`config.mk`:
```
export PLATFORM = sky130hd
export DESIGN_NAME = acc_seq_ctrl_flat
export DESIGN_NICKNAME = d
export VERILOG_FILES = /design/src/rtl/acc_seq_ctrl_if.sv /design/src/rtl/acc_seq_ctrl.sv /design/src/flat_wrapper.sv
export SDC_FILE = /design/constraint.sdc
export NUM_CORES = 1
export LEC_CHECK = 0
export BUFFER_PORTS_ARGS = -buffer_cell sky130_fd_sc_hd__buf_2
export CORE_ASPECT_RATIO = 1.4
export CORE_MARGIN = 1
export CORE_UTILIZATION = 59
export CTS_CLUSTER_SIZE = 12
export DETAILED_ROUTE_END_ITERATION = 8
export PLACE_DENSITY = 0.77
export SYNTH_ARGS = -nofsm -noshare
export SYNTH_HDL_FRONTEND = slang
export SYNTH_SLANG_ARGS = --single-unit
```
`constraint.sdc`:
```
create_clock -name clk -period 2.28 [get_ports clk]
set_input_delay 0.456 -clock clk [delete_from_list [all_inputs] [get_ports clk]]
set_output_delay 0.456 -clock clk [all_outputs]
set_load 0.1 [all_outputs]
```
`src/rtl/acc_seq_ctrl_if.sv`:
```
// Stream bundle for acc_seq_ctrl: partial-sum input handshake and result output handshake.
// The slave modport is the sequencer's view; master is the upstream/writeback side.
interface acc_seq_ctrl_if #(
    parameter int BIT_WIDTH = 12
);
    logic                        in_valid;
    logic                        in_ready;
    logic signed [BIT_WIDTH-1:0] in_data;
    logic                        out_valid;
    logic                        out_ready;
    logic        [BIT_WIDTH-1:0] out_data;
    logic                        out_last;

    modport master (
        output in_valid, in_data, out_ready,
        input  in_ready, out_valid, out_data, out_last
    );

    modport slave (
        input  in_valid, in_data, out_ready,
        output in_ready, out_valid, out_data, out_last
    );
endinterface

```
`src/rtl/acc_seq_ctrl.sv`:
```
// Sequencer feeding the bias-reset accumulator from a partial-sum stream and
// capturing its ReLU/saturated result once per output channel.
module acc_seq_ctrl #(
    parameter int BIT_WIDTH  = 12,
    parameter int BIAS_WIDTH = 12,
    parameter int CHN_MAX    = 32,
    parameter int OCH_MAX    = 16
) (
    input  logic                          clk,
    input  logic                          rst,
    input  logic                          start,
    input  logic [$clog2(CHN_MAX+1)-1:0]  cfg_chn,
    input  logic [$clog2(OCH_MAX+1)-1:0]  cfg_och,
    input  logic                          bias_we,
    input  logic [$clog2(OCH_MAX)-1:0]    bias_addr,
    input  logic [BIAS_WIDTH-1:0]         bias_wdata,
    acc_seq_ctrl_if.slave                 stream,
    output logic                          acc_en,
    output logic                          acc_new_bias,
    output logic signed [BIT_WIDTH-1:0]   acc_x,
    output logic signed [BIAS_WIDTH-1:0]  acc_bias,
    input  logic signed [BIT_WIDTH-1:0]   acc_y_relu,
    output logic                          busy,
    output logic                          done
);
    localparam int CW = $clog2(CHN_MAX+1);
    localparam int OW = $clog2(OCH_MAX+1);
    localparam int AW = $clog2(OCH_MAX);

    typedef enum logic [2:0] {IDLE, ACCUM, DRAIN1, DRAIN2, OUT} state_t;

    state_t                       state, state_d;
    logic [CW-1:0]                chn_cnt, chn_d, chn_lim, chn_lim_d;
    logic [OW-1:0]                och_cnt, och_d, och_lim, och_lim_d;
    logic                         en_d, nb_d, done_d;
    logic signed [BIT_WIDTH-1:0]  x_d;
    logic signed [BIAS_WIDTH-1:0] bias_d;
    logic                         out_valid_q, ov_d;
    logic [BIT_WIDTH-1:0]         out_data_q, od_d;
    logic                         last_och;
    logic signed [BIAS_WIDTH-1:0] bias_mem [OCH_MAX];

    // Bias memory is deliberately outside the reset domain.
    always_ff @(posedge clk) begin
        if (bias_we)
            bias_mem[bias_addr] <= bias_wdata;
    end

    assign last_och         = (och_cnt == och_lim - OW'(1));
    assign stream.in_ready  = (state == ACCUM);
    assign stream.out_valid = out_valid_q;
    assign stream.out_data  = out_data_q;
    assign stream.out_last  = out_valid_q && last_och;
    assign busy             = (state != IDLE);

    always_comb begin
        state_d   = state;
        chn_d     = chn_cnt;
        och_d     = och_cnt;
        chn_lim_d = chn_lim;
        och_lim_d = och_lim;
        en_d      = 1'b0;
        nb_d      = 1'b0;
        x_d       = acc_x;
        bias_d    = acc_bias;
        ov_d      = out_valid_q;
        od_d      = out_data_q;
        done_d    = 1'b0;
        case (state)
            IDLE: begin
                if (start) begin
                    chn_lim_d = (cfg_chn == '0) ? CW'(1) : cfg_chn;
                    och_lim_d = (cfg_och == '0) ? OW'(1) : cfg_och;
                    chn_d     = '0;
                    och_d     = '0;
                    state_d   = ACCUM;
                end
            end
            ACCUM: begin
                if (stream.in_valid) begin
                    en_d   = 1'b1;
                    nb_d   = (chn_cnt == '0);
                    x_d    = stream.in_data;
                    bias_d = bias_mem[och_cnt[AW-1:0]];
                    if (chn_cnt == chn_lim - CW'(1)) begin
                        chn_d   = '0;
                        state_d = DRAIN1;
                    end else begin
                        chn_d = chn_cnt + CW'(1);
                    end
                end
            end
            DRAIN1: state_d = DRAIN2;
            DRAIN2: begin
                od_d    = acc_y_relu;
                ov_d    = 1'b1;
                state_d = OUT;
            end
            OUT: begin
                if (stream.out_ready) begin
                    ov_d = 1'b0;
                    if (last_och) begin
                        done_d  = 1'b1;
                        och_d   = '0;
                        state_d = IDLE;
                    end else begin
                        och_d   = och_cnt + OW'(1);
                        state_d = ACCUM;
                    end
                end
            end
            default: state_d = IDLE;
        endcase
    end

    always_ff @(posedge clk or posedge rst) begin
        if (rst) begin
            state        <= IDLE;
            chn_cnt      <= '0;
            och_cnt      <= '0;
            chn_lim      <= CW'(1);
            och_lim      <= OW'(1);
            acc_en       <= 1'b0;
            acc_new_bias <= 1'b0;
            acc_x        <= '0;
            acc_bias     <= '0;
            out_valid_q  <= 1'b0;
            out_data_q   <= '0;
            done         <= 1'b0;
        end else begin
            state        <= state_d;
            chn_cnt      <= chn_d;
            och_cnt      <= och_d;
            chn_lim      <= chn_lim_d;
            och_lim      <= och_lim_d;
            acc_en       <= en_d;
            acc_new_bias <= nb_d;
            acc_x        <= x_d;
            acc_bias     <= bias_d;
            out_valid_q  <= ov_d;
            out_data_q   <= od_d;
            done         <= done_d;
        end
    end
endmodule

```
`src/flat_wrapper.sv`:
```
// flat-port wrapper written by rule: the top's interface ports become plain ports
module acc_seq_ctrl_flat 
#(
    parameter int BIT_WIDTH  = 12,
    parameter int BIAS_WIDTH = 12,
    parameter int CHN_MAX    = 32,
    parameter int OCH_MAX    = 16
)
  (clk, rst, start, cfg_chn, cfg_och, bias_we, bias_addr, bias_wdata, acc_en, acc_new_bias, acc_x, acc_bias, acc_y_relu, busy, done, stream_in_valid, stream_in_data, stream_out_ready, stream_in_ready, stream_out_valid, stream_out_data, stream_out_last);
  acc_seq_ctrl_if #(.BIT_WIDTH(BIT_WIDTH)) stream_i ();
  input  logic clk;
  input  logic rst;
  input  logic start;
  input  logic [$clog2(CHN_MAX+1)-1:0] cfg_chn;
  input  logic [$clog2(OCH_MAX+1)-1:0] cfg_och;
  input  logic bias_we;
  input  logic [$clog2(OCH_MAX)-1:0] bias_addr;
  input  logic [BIAS_WIDTH-1:0] bias_wdata;
  output logic acc_en;
  output logic acc_new_bias;
  output logic signed [BIT_WIDTH-1:0] acc_x;
  output logic signed [BIAS_WIDTH-1:0] acc_bias;
  input  logic signed [BIT_WIDTH-1:0] acc_y_relu;
  output logic busy;
  output logic done;
  input wire logic [$bits(stream_i.in_valid)-1:0] stream_in_valid;
  input wire logic [$bits(stream_i.in_data)-1:0] stream_in_data;
  input wire logic [$bits(stream_i.out_ready)-1:0] stream_out_ready;
  output wire logic [$bits(stream_i.in_ready)-1:0] stream_in_ready;
  output wire logic [$bits(stream_i.out_valid)-1:0] stream_out_valid;
  output wire logic [$bits(stream_i.out_data)-1:0] stream_out_data;
  output wire logic [$bits(stream_i.out_last)-1:0] stream_out_last;
  assign stream_i.in_valid = stream_in_valid;
  assign stream_i.in_data = stream_in_data;
  assign stream_i.out_ready = stream_out_ready;
  assign stream_in_ready = stream_i.in_ready;
  assign stream_out_valid = stream_i.out_valid;
  assign stream_out_data = stream_i.out_data;
  assign stream_out_last = stream_i.out_last;
  acc_seq_ctrl #(.BIT_WIDTH(BIT_WIDTH), .BIAS_WIDTH(BIAS_WIDTH), .CHN_MAX(CHN_MAX), .OCH_MAX(OCH_MAX)) u_core (.clk(clk), .rst(rst), .start(start), .cfg_chn(cfg_chn), .cfg_och(cfg_och), .bias_we(bias_we), .bias_addr(bias_addr), .bias_wdata(bias_wdata), .stream(stream_i), .acc_en(acc_en), .acc_new_bias(acc_new_bias), .acc_x(acc_x), .acc_bias(acc_bias), .acc_y_relu(acc_y_relu), .busy(busy), .done(done));
endmodule
```
# Yosys cells after proc, flatten, opt, wreduce, memory -nomap -nowiden
# Memories as Yosys holds them, arrays and structs flattened. A register that Yosys moved wholly into a read port is not among the register bits.
# Index checks and enable logic that the tools add are counted.
# classes
addsub	4
n_mul	0
div	0
magnitude_cmp	0
eq_ne	10
shifts	0
n_mux	27
bitwise_logic	0
reduce_logical	15
# op_table
op	count
2-to-1 mux 6 bit	4
2-to-1 mux 5 bit	4
one-hot mux 3 bit (5 select lines)	1
zero test 6 bit	2
2-to-1 mux 3 bit	4
one-hot mux 6 bit (2 select lines)	1
2-to-1 mux 1 bit	11
one-hot mux 5 bit (2 select lines)	1
adder 6 x 1 -> 6 bit, second input constant	1
equality test 3 x 2 -> 1 bit, second input constant	2
equality test 6 bit	1
inequality test 2 bit, second input constant	3
AND reduction 2 bit	3
AND reduction 3 bit	2
nonzero test 2 bit	3
subtractor 6 x 1 -> 6 bit, second input constant	1
adder 5 x 1 -> 5 bit, second input constant	1
equality test 5 bit	1
zero test 5 bit	1
subtractor 5 x 1 -> 5 bit, second input constant	1
AND reduction 4 bit	1
equality test 3 x 1 -> 1 bit, second input constant	1
equality test 3 bit, second input constant	1
zero test 3 bit	1
4 further kinds	4
# totals
regBits	53
latch_bits	0
ram_bits	192
mem_bits_ro	0
inputBits	57
output_inout_bits	43
elab_cells	68
memories	1
# memory_table
memory	words	width	rd	rd_clocked_by_memory_dff	write_ports	line	rtl
u_core.bias_mem	16	12	1	1	1	acc_seq_ctrl.sv:41	logic signed [BIAS_WIDTH-1:0] bias_mem [OCH_MAX];

# Longest topological paths before layout
# Gate-level depths: netlist of run 1.
# logic_depth
ltp_word	5
depth_mapped	9

# Least setup slack after synthesis of run 1
# Ideal clock, no wire load.
# synth_path
path_type	register -> output
from	reg u_core.och_lim[0]
to	out stream_out_last
t_arrival_ps	2768
t_required_ps	1824
path_slack_ps	-944
path_stages_with_launch	7
path_buffers	0
path_cell_list	dfstp_2 > inv_1 > ha_1 > xnor2_1 > a211oi_1 > o311ai_2 > nor2_1
# synth_via
elab_chain_len	3
# synth_rtl
item	line	rtl
start, declared	acc_seq_ctrl.sv:34	logic [OW-1:0] och_cnt, och_d, och_lim, och_lim_d;
start signal, assigned	acc_seq_ctrl.sv:135	och_lim <= och_lim_d;
subtractor 5 x 1 -> 5 bit	acc_seq_ctrl.sv:49	assign last_och = (och_cnt == och_lim - OW'(1));
equality test 5 bit	acc_seq_ctrl.sv:49	
logical AND 1 bit	acc_seq_ctrl.sv:53	assign stream.out_last = out_valid_q && last_och;
end, declared	flat_wrapper.sv:32	output wire logic [$bits(stream_i.out_last)-1:0] stream_out_last;
# Every way passes these cells.

# Final worst setup path of run 1
# Same ends and word-level chain as after synthesis.

==> results.sh, run 1 <==
export IMPL_yosys_area_top_type="edfxtp_1"
export IMPL_dr_wl_met3_um=1250
export IMPL_vdd_drop_max_mv=0.724
export IMPL_synth_area_top_cells="edfxtp_1, dfrtp_1, mux4_2"
export IMPL_ys_seq_elements=257
export IMPL_multi_input_area_um2=2930
export IMPL_numCtsBuffers=26
export IMPL_clock_skew_ps=11.6
export IMPL_power_density_nw_per_um2=1200
export IMPL_die_y_um=159
export IMPL_tightest_slew_ps=772
export IMPL_required_ps=1820
export IMPL_whs_path_depth=3
export IMPL_synth_flop_cell="edfxtp_1"
export IMPL_status="complete, but fails checks"
export IMPL_drt_initial_drc_count=443
export IMPL_htree_levels=1
export IMPL_routed_top_layer="met4"
export IMPL_final_cells=1028
export IMPL_setup_viol=1
export IMPL_nets=835
export IMPL_detail_route_wl_per_cell_um=21.1
export IMPL_period_share=1.17
export IMPL_syn_inst=636
export IMPL_async_flop_share=0.253
export IMPL_netlist_area_um2=10400
export IMPL_synth_fp_nets=698
export IMPL_place_congestion=0.810
export IMPL_slew_headroom=0.481
export IMPL_clk_latency_ps=520
export IMPL_finalHoldViolCount=0
export IMPL_postPlaceCellArea_um2=11500
export IMPL_r2r_cells=7
export IMPL_r2r_start="u_core.chn_lim[0]"
export IMPL_route_met2_wl_um=11600
export IMPL_cts_sink_count=257
export IMPL_grt_pass1_wl_um=34000
export IMPL_die_area_um2=18200
export IMPL_yosysTopAreaCellShare=0.552
export IMPL_power_switching_w=0.00570
export IMPL_seqPwrFrac=0.405
export IMPL_crit_fanout=3
export IMPL_timing_rr_end="u_core.chn_cnt[5]"
export IMPL_vias=6177
export IMPL_syn_avg_cell_area_um2=16.4
export IMPL_route_detailed_drc=0
export IMPL_rsz0062_at_grt="true"
export IMPL_synth_most_common_cell="edfxtp_1"
export IMPL_p_leak_nw=4.46
export IMPL_die_w_um=114
export IMPL_power_total_w=0.0148
export IMPL_viasPerCell=6.01
export IMPL_fmax_ghz=0.374
export IMPL_drt_total_wl_um=21600
export IMPL_drt_pass1_iterations=5
export IMPL_maxCapViolations=0
export IMPL_initial_core_util=0.603
export IMPL_top_level_ports=100
export IMPL_setup_slack_ps=-397
export IMPL_synth_warning_count=0
export IMPL_ant_nets=0
export IMPL_min_to="u_core.acc_x[0]"
export IMPL_startpoint_type="flip-flop"
export IMPL_grt_pass1_vias=6420
export IMPL_crit_start="u_core.och_lim[0]"
export IMPL_n_antenna_cell=0
export IMPL_antenna_found_initial=0
export IMPL_maxSlewViolCount=0
export IMPL_combPwrFrac=0.336
export IMPL_crit_type="reg2out"
export IMPL_met1_length_um=8020
export IMPL_swShare=0.385
export IMPL_std_cell_rows=57
export IMPL_cp_end_kind="output port"
export IMPL_gr_total_overflow=0
export IMPL_syn_to_final_growth_pct=18.0
export IMPL_ys_seq_area_frac=0.708
export IMPL_seqCellArea_um2=7400
export IMPL_p_int_w=0.00912
export IMPL_fill_cells=1111
export IMPL_tritoncts="built"
export IMPL_whs_ps=139
export IMPL_track_usage=0.249
export IMPL_violations="negative setup slack"
export IMPL_min_period_ps=2680
export IMPL_yosys_top_cells_count="edfxtp_1, dfrtp_1, nand2_1"
export IMPL_cts_clk_slew_worst_paths_ps=60
export IMPL_dp_cells=977
export IMPL_min_delay_start="stream_in_data[0]"
export IMPL_layout_drive_gt1_share=0.309
export IMPL_min_path_type="in2reg"
export IMPL_root_buffer="clkbuf_16"
export IMPL_place_port_buffers=99
export IMPL_hpwl_um=14000
export IMPL_grt_max_degree=59
export IMPL_r2r_setup_slack_ps=120
export IMPL_synth_edf_count=192
export IMPL_core_um2=17300
export IMPL_clockPowerShare=0.259
export IMPL_cts_max_path_buffers=3
export IMPL_arrival_ps=2220
export IMPL_fin_area_um2=12300
export IMPL_ys_types=56
metrics by stage:
| stage | worst slack, ps | TNS [ps] | util |
|---|---|---|---|
| after floorplan | -10.5 | -10.5 | - |
| after global placement | 80.8 | 0 | 0.664 |
| after detailed placement | -23.7 | -23.7 | 0.664 |
| after CTS | -426 | -426 | 0.709 |
| after global routing | -462 | -465 | 0.711 |
| final | -397 | -397 | 0.711 |
worst max-delay path: stages, from the launching register on:
cell and delay, ps:
dfstp_2 550, inv_2 60, ha_4 210, xnor2_1 120, a211oi_2 230, o311ai_4 170
nor2_4 170, buf_12 180
flip-flops by register name, indices dropped and copies added (netlist names), 3 cells and up:
signal / flops
u_core.bias_mem: 192
u_core.acc_bias: 12
u_core.acc_x: 12
u_core.stream.out_data: 12
u_core.chn_cnt: 6
u_core.chn_lim: 6
u_core.och_cnt: 5
u_core.och_lim: 5
u_core.state: 3
cells by family after synthesis:
logic type      Yosys count  share of synthesized area
compound gates           84                     0.0563
xor+xnor                 13                     0.0109
fa+ha+maj                 5                    0.00599
buf+inv                  46                     0.0183
flops                   257                      0.708
mux                      99                      0.140
simple gates            132                     0.0601
metal layers:
metal / vias up / GRT usage
met1: 3107 / 0.300
met2: 274 / 0.440
met5: - / 0
met4: 0 / 0.111
li1: 2741 / -
met3: 55 / 0.0377
placed cells by master (no fill, tap or decap), types with 4 or more instances in the layout:
master,n
inv_1,12
nand2_1,58
mux4_2,34
nor3_1,10
o21bai_1,7
xor2_1,8
dfrtp_1,60
a21oi_1,10
nor3_2,4
mux2_2,19
inv_2,4
nand3b_1,5
mux2i_1,25
a2bb2oi_1,5
a221o_1,7
edfxtp_1,192
o21ai_1,18
clkbuf_1,16
nand2b_1,8
buf_2,96
buf_4,36
o22ai_1,8
xnor2_1,5
clkbuf_16,27
buf_12,5
nor4_1,5
mux2_1,21
o21ai_0,11
nand3_1,7
nor2_1,19
ha_1,4
power groups by stage:
stage	Combinational (W)	Sequential (W)	Clock [W]
after floorplan	0.00189	0.00805	0
after global placement	0.00475	0.00604	0
after detailed placement	0.00489	0.00608	0
after CTS	0.00492	0.00599	0.00392
after global routing	0.00525	0.00605	0.00407
final	0.00497	0.00600	0.00384
worst max path at each step:
stage                                   end  cells past startpoint
after floorplan             stream_out_last                      6
after global placement    u_core.chn_cnt[2]                      7
after detailed placement  u_core.chn_cnt[2]                      7
after CTS                   stream_out_last                      7
after global routing        stream_out_last                      7
final                       stream_out_last                      7
area by class of cell:
class	count	share of cell area
inverter	17	0.00518
clock buffer	44	0.0608
multi-input combinational	333	0.238
clock inverter	3	0.00162
sequential	257	0.601
timing repair buffer	138	0.0698
tap	236	0.0240
what timing repair did:
| action | 4_1_cts | 5_1_grt |
|---|---|---|
| buffers inserted | 0 | 3 |
| endpoints found under the hold margin | 18 | 0 |
| gates resized for setup | 4 | 2 |
| endpoints found under the setup margin | 5 | 4 |
| hold buffers | 1 | 0 |
Power figures use the tool's default switching activity.
==> inputs of run 2 (changes only) <==
Settings changed: ABC_AREA from default to 1.
==> results.sh, run 2 <==
export IMPL_drt_initial_drc_count=777
export IMPL_drt_pass1_iterations=5
export IMPL_cts_setup_buffers=0
export IMPL_setup_slack_ps=-278
export IMPL_slew_headroom=0.591
export IMPL_die_w_um=116
export IMPL_crit_fanout=4
export IMPL_async_flop_share=0.253
export IMPL_grt_max_degree=60
export IMPL_layout_drive_gt1_share=0.180
export IMPL_p_leak_nw=4.85
export IMPL_numCtsBuffers=25
export IMPL_cts_max_path_buffers=3
export IMPL_netlist_area_um2=10600
export IMPL_status="complete, but fails checks"
export IMPL_clock_skew_ps=12.5
export IMPL_mostFrequentLayoutCell="edfxtp_1"
export IMPL_crit_buf_inv=3
export IMPL_cp_end_kind="output port"
export IMPL_nets=1121
export IMPL_largest_reg_flops=192
export IMPL_route_detailed_drc=0
export IMPL_dr_wl_met3_um=1830
export IMPL_initial_core_util=0.609
export IMPL_ant_nets=0
export IMPL_route_met2_wl_um=11500
export IMPL_drt_total_wl_um=23800
export IMPL_die_y_um=161
export IMPL_fmax_ghz=0.391
export IMPL_die_area_um2=18600
export IMPL_r2r_start="u_core.chn_lim[0]"
export IMPL_min_delay_start="stream_in_data[3]"
export IMPL_crit_slowest_cell="dfstp_2"
export IMPL_cpLargestDelayFamily="flip-flops"
export IMPL_worst_path_largest_cell_delay_ps=540
export IMPL_min_path_type="in2reg"
export IMPL_required_ps=1820
export IMPL_ys_seq_elements=257
export IMPL_period_share=1.12
export IMPL_finalHoldViolCount=0
export IMPL_cts_clk_slew_worst_paths_ps=60
export IMPL_tns_ps=-278
export IMPL_met1_length_um=9410
export IMPL_gr_total_overflow=0
export IMPL_tritoncts="built"
export IMPL_syn_avg_cell_area_um2=11.3
export IMPL_synth_warning_count=0
export IMPL_ys_types=34
export IMPL_crit_type="reg2out"
export IMPL_grt_pass1_vias=7365
export IMPL_viasPerCell=5.72
export IMPL_syn_inst=945
export IMPL_routed_top_layer="met4"
export IMPL_place_congestion=0.831
export IMPL_tightest_slew_ps=612
export IMPL_startpoint_type="flip-flop"
export IMPL_vdd_drop_max_mv=0.657
export IMPL_maxCapViolations=0
export IMPL_synth_fp_nets=1007
export IMPL_yosys_top_cells_count="edfxtp_1, nor2_1, nand2_1"
export IMPL_maxSlewViolCount=0
export IMPL_core_um2=17500
export IMPL_track_usage=0.264
export IMPL_clk_latency_ps=510
export IMPL_final_cell_mix="edfxtp_1, nor2_1, nand2_1, o21ai_0, buf_2"
export IMPL_htree_levels=1
export IMPL_whs_ps=145
export IMPL_synth_most_common_cell="edfxtp_1"
export IMPL_grt_pass1_wl_um=37300
export IMPL_violations="negative setup slack"
export IMPL_worstPathCellList="inv_2 -> ha_4 -> inv_2 -> nand2_2 -> nand2_1 -> nor2_1 -> nand2_1 -> nor2_1 -> nand2_1 -> nor2_4 -> buf_12"
export IMPL_ys_seq_area_frac=0.695
export IMPL_path_common_cell="nand2_1"
export IMPL_arrival_ps=2100
export IMPL_setup_viol=1
export IMPL_min_period_ps=2560
export IMPL_synth_flop_cell="edfxtp_1"
export IMPL_rsz0062_at_grt="true"
export IMPL_top_register="u_core.bias_mem"
export IMPL_place_port_buffers=99
export IMPL_yosysTopAreaCellShare=0.542
export IMPL_power_density_nw_per_um2=1300
export IMPL_hpwl_um=14700
export IMPL_std_cell_rows=57
export IMPL_top_level_ports=100
export IMPL_antenna_found_initial=0
export IMPL_crit_start="u_core.och_lim[0]"
export IMPL_vias=7500
export IMPL_synth_area_top_cells="edfxtp_1, dfrtp_1, nor2_1"
export IMPL_detail_route_wl_per_cell_um=18.2
export IMPL_n_antenna_cell=0
export IMPL_synth_edf_count=192
export IMPL_yosys_area_top_type="edfxtp_1"
export IMPL_root_buffer="clkbuf_16"
export IMPL_syn_to_final_growth_pct=15.5
export IMPL_cts_sink_count=257
run 2: cells by family after synthesis:
family / after synthesis / synth area share
xor+xnor: 7 / 0.00576
mux: 12 / 0.0127
buf+inv: 84 / 0.0322
simple gates: 406 / 0.154
compound gates: 174 / 0.0949
flops: 257 / 0.695
fa+ha+maj: 5 / 0.00588
run 2: layout make-up:
cell class              count  area, um2
clock buffers              44        717
fillers                  1245       5180
flip-flops and latches    257       7400
repair buffers            134        816
multi-input cells         604       2930
well taps                 236        295
inverters                  37        139
run 2: where the power goes:
part / leakage (nW) / internal [W] / switching, W / total (W)
Sequential: 2.54 / 0.00560 / 0.000317 / 0.00592
Combinational: 1.96 / 0.00139 / 0.00501 / 0.00640
Clock: 0.343 / 0.00211 / 0.00158 / 0.00369
Total: 4.85 / 0.00910 / 0.00690 / 0.0160
run 2: what timing repair did:
action | CTS | global route
hold endpoints to repair | 13 | 0
hold buffers | 1 | 0
pin swaps | 3 | 1
gates resized for setup | 3 | 2
endpoints found under the setup margin | 1 | 2
run 2: per-layer routing:
metal,up-vias,track usage
li1,3508,-
met5,-,0
met4,0,0.134
met1,3581,0.340
met2,341,0.432
met3,70,0.0419
run 2: through the flow:
step	std cells	instance area (um2)	power [W]	worst slack, ps	utilization
6_report	1312	12300	0.0160	-278	0.703
5_1_grt	1312	12300	0.0168	-405	0.703
4_1_cts	1312	12300	0.0160	-319	0.703
3_5_place_dp	1267	11500	0.0123	196	0.661
3_3_place_gp	1267	11500	0.0122	223	0.661
2_1_floorplan	945	10600	0.0110	40.4	-
run 2: worst paths after layout:
| check | end | cells past startpoint | slack, ps |
|---|---|---|---|
| max | stream_out_last | 11 | -280 |
| min | u_core.acc_x[3] | 3 | 150 |
| max reg2reg | u_core.state[1] | 9 | 400 |
| min reg2reg | u_core.acc_x[6] | 2 | 480 |
| max in group asynchronous | u_core.chn_lim[0] | 4 | 1280 |
| min in group asynchronous | u_core.och_cnt[0] | 3 | 470 |
run 2: tightest hold or removal path, cell delays in order:
cell     delay (ps)
buf_2            80
nand2_1          40
nand2_1          40
==> inputs of run 3 (changes only) <==
Settings changed: RECOVER_POWER from default to 100.
==> results.sh, run 3 (synthesis results as in run 2) <==
export IMPL_layout_drive_gt1_share=0.143
export IMPL_htree_levels=1
export IMPL_final_cell_mix="edfxtp_1, nor2_1, nand2_1, o21ai_0, dfrtp_1"
export IMPL_combPwrFrac=0.398
export IMPL_clockPowerShare=0.231
export IMPL_met1_length_um=9600
export IMPL_min_path_type="in2reg"
export IMPL_die_y_um=161
export IMPL_hpwl_um=14700
export IMPL_cts_max_path_buffers=3
export IMPL_initial_core_util=0.609
export IMPL_nets=1121
export IMPL_power_switching_w=0.00690
export IMPL_cp_end_kind="output port"
export IMPL_required_ps=1820
export IMPL_startpoint_type="flip-flop"
export IMPL_power_total_w=0.0160
export IMPL_fill_cells=1286
export IMPL_root_buffer="clkbuf_16"
export IMPL_p_leak_nw=4.71
export IMPL_timing_rr_end="u_core.acc_bias[6]"
export IMPL_viasPerCell=5.71
export IMPL_min_period_ps=2560
export IMPL_power_density_nw_per_um2=1310
export IMPL_period_share=1.12
export IMPL_slew_headroom=0.312
export IMPL_r2r_setup_slack_ps=200
export IMPL_fin_area_um2=12200
export IMPL_finalHoldViolCount=0
export IMPL_dr_wl_met3_um=1740
export IMPL_track_usage=0.264
export IMPL_maxSlewViolCount=0
export IMPL_top_level_ports=100
export IMPL_r2r_cells=5
export IMPL_setup_viol=2
export IMPL_tritoncts="built"
export IMPL_detail_route_wl_per_cell_um=18.2
export IMPL_route_met2_wl_um=11500
export IMPL_place_congestion=0.831
export IMPL_numCtsBuffers=25
export IMPL_violations="negative setup slack"
export IMPL_cts_clk_slew_worst_paths_ps=60
export IMPL_drt_total_wl_um=23900
export IMPL_vias=7497
export IMPL_crit_type="reg2out"
export IMPL_place_port_buffers=99
export IMPL_grt_pass1_vias=7365
export IMPL_n_antenna_cell=0
export IMPL_ant_nets=0
export IMPL_postPlaceCellArea_um2=11500
export IMPL_setup_slack_ps=-277
export IMPL_maxCapViolations=0
export IMPL_die_w_um=116
export IMPL_tightest_slew_ps=1030
export IMPL_top_register="u_core.bias_mem"
export IMPL_largest_reg_flops=192
export IMPL_gr_total_overflow=0
export IMPL_clk_latency_ps=510
export IMPL_arrival_ps=2100
export IMPL_swShare=0.432
export IMPL_r2r_start="u_core.state[1]"
export IMPL_seqPwrFrac=0.371
export IMPL_core_um2=17500
export IMPL_crit_fanout=4
export IMPL_status="complete, but fails checks"
export IMPL_drt_pass1_iterations=7
export IMPL_route_detailed_drc=0
export IMPL_clock_skew_ps=12.2
export IMPL_antenna_found_initial=0
export IMPL_mostFrequentLayoutCell="edfxtp_1"
export IMPL_syn_to_final_growth_pct=14.3
export IMPL_drt_initial_drc_count=726
export IMPL_grt_pass1_wl_um=37300
export IMPL_min_to="u_core.acc_x[3]"
export IMPL_rsz0062_at_grt="true"
export IMPL_whs_path_depth=3
export IMPL_routed_top_layer="met4"
export IMPL_vdd_drop_max_mv=0.656
export IMPL_cts_sink_count=257
export IMPL_std_cell_rows=57
export IMPL_p_int_w=0.00907
export IMPL_grt_max_degree=60
export IMPL_fmax_ghz=0.391
export IMPL_pre_cts_ws_ps=196
export IMPL_die_area_um2=18600
export IMPL_min_delay_start="stream_in_data[3]"
==> run 3: cell types whose count changed in the layout (fill, tap and decap cells not counted), moves of 2 or more <==
cell,before,now
buf_2,97,42
buf_4,31,10
clkbuf_1,17,53
clkbuf_2,0,41
inv_1,28,30
inv_2,8,6
==> run 3: worst max path at each step <==
| stage | start | to | slack, ps |
|---|---|---|---|
| detailed placement | u_core.och_lim[0] | stream_out_last | 200 |
| global route | u_core.och_lim[0] | stream_out_last | -410 |
| global placement | u_core.och_lim[0] | stream_out_last | 220 |
| finish | u_core.och_lim[0] | stream_out_last | -280 |
| floorplan | u_core.och_lim[0] | stream_out_last | 40 |
| CTS | u_core.och_lim[0] | stream_out_last | -320 |
==> run 3: power by group through the flow <==
stage	combinational [W]	sequential (W)	clock (W)
2_1_floorplan	0.00270	0.00835	0
3_3_place_gp	0.00623	0.00598	0
3_5_place_dp	0.00634	0.00601	0
4_1_cts	0.00641	0.00592	0.00372
5_1_grt	0.00684	0.00600	0.00390
6_report	0.00635	0.00593	0.00369
==> run 3: timing repair <==
action | in CTS | in global routing
pin swaps | 3 | 1
hold buffers | 1 | 0
buffers inserted | 0 | 0
gates resized for setup | 3 | 2
endpoints found under the setup margin | 1 | 2
cloned | 0 | 0
endpoints found under the hold margin | 13 | 0
==> run 3: metrics by stage <==
stage	hold slack, ps	utilization	instances	setup TNS [ps]
global route	145	0.696	1312	-679
detailed placement	457	0.661	1267	0
CTS	132	0.703	1312	-319
floorplan	466	-	945	0
finish	147	0.696	1312	-455
global placement	459	0.661	1267	0
==> run 3: layout make-up <==
class / count / area (um2) / area share
clock buffer: 44 / 717 / 0.0590
tap: 236 / 295 / 0.0243
inverter: 37 / 139 / 0.0114
sequential: 257 / 7400 / 0.608
multi-input combinational: 604 / 2910 / 0.239
timing repair buffer: 134 / 703 / 0.0578
==> run 3: worst max-delay path, stage by stage, from the launching register on <==
cell     delay (ps)
dfstp_2         540
inv_2            60
ha_4            270
inv_2            30
nand2_2          40
nand2_1          40
nor2_1           80
nand2_1          50
nor2_1           90
nand2_1         110
nor2_4          120
buf_12          180
==> run 3: per-layer routing <==
metal | up-vias | global-route usage
met2 | 329 | 0.432
met5 | - | 0
met4 | 0 | 0.134
met3 | 71 | 0.0419
met1 | 3591 | 0.340
li1 | 3506 | -
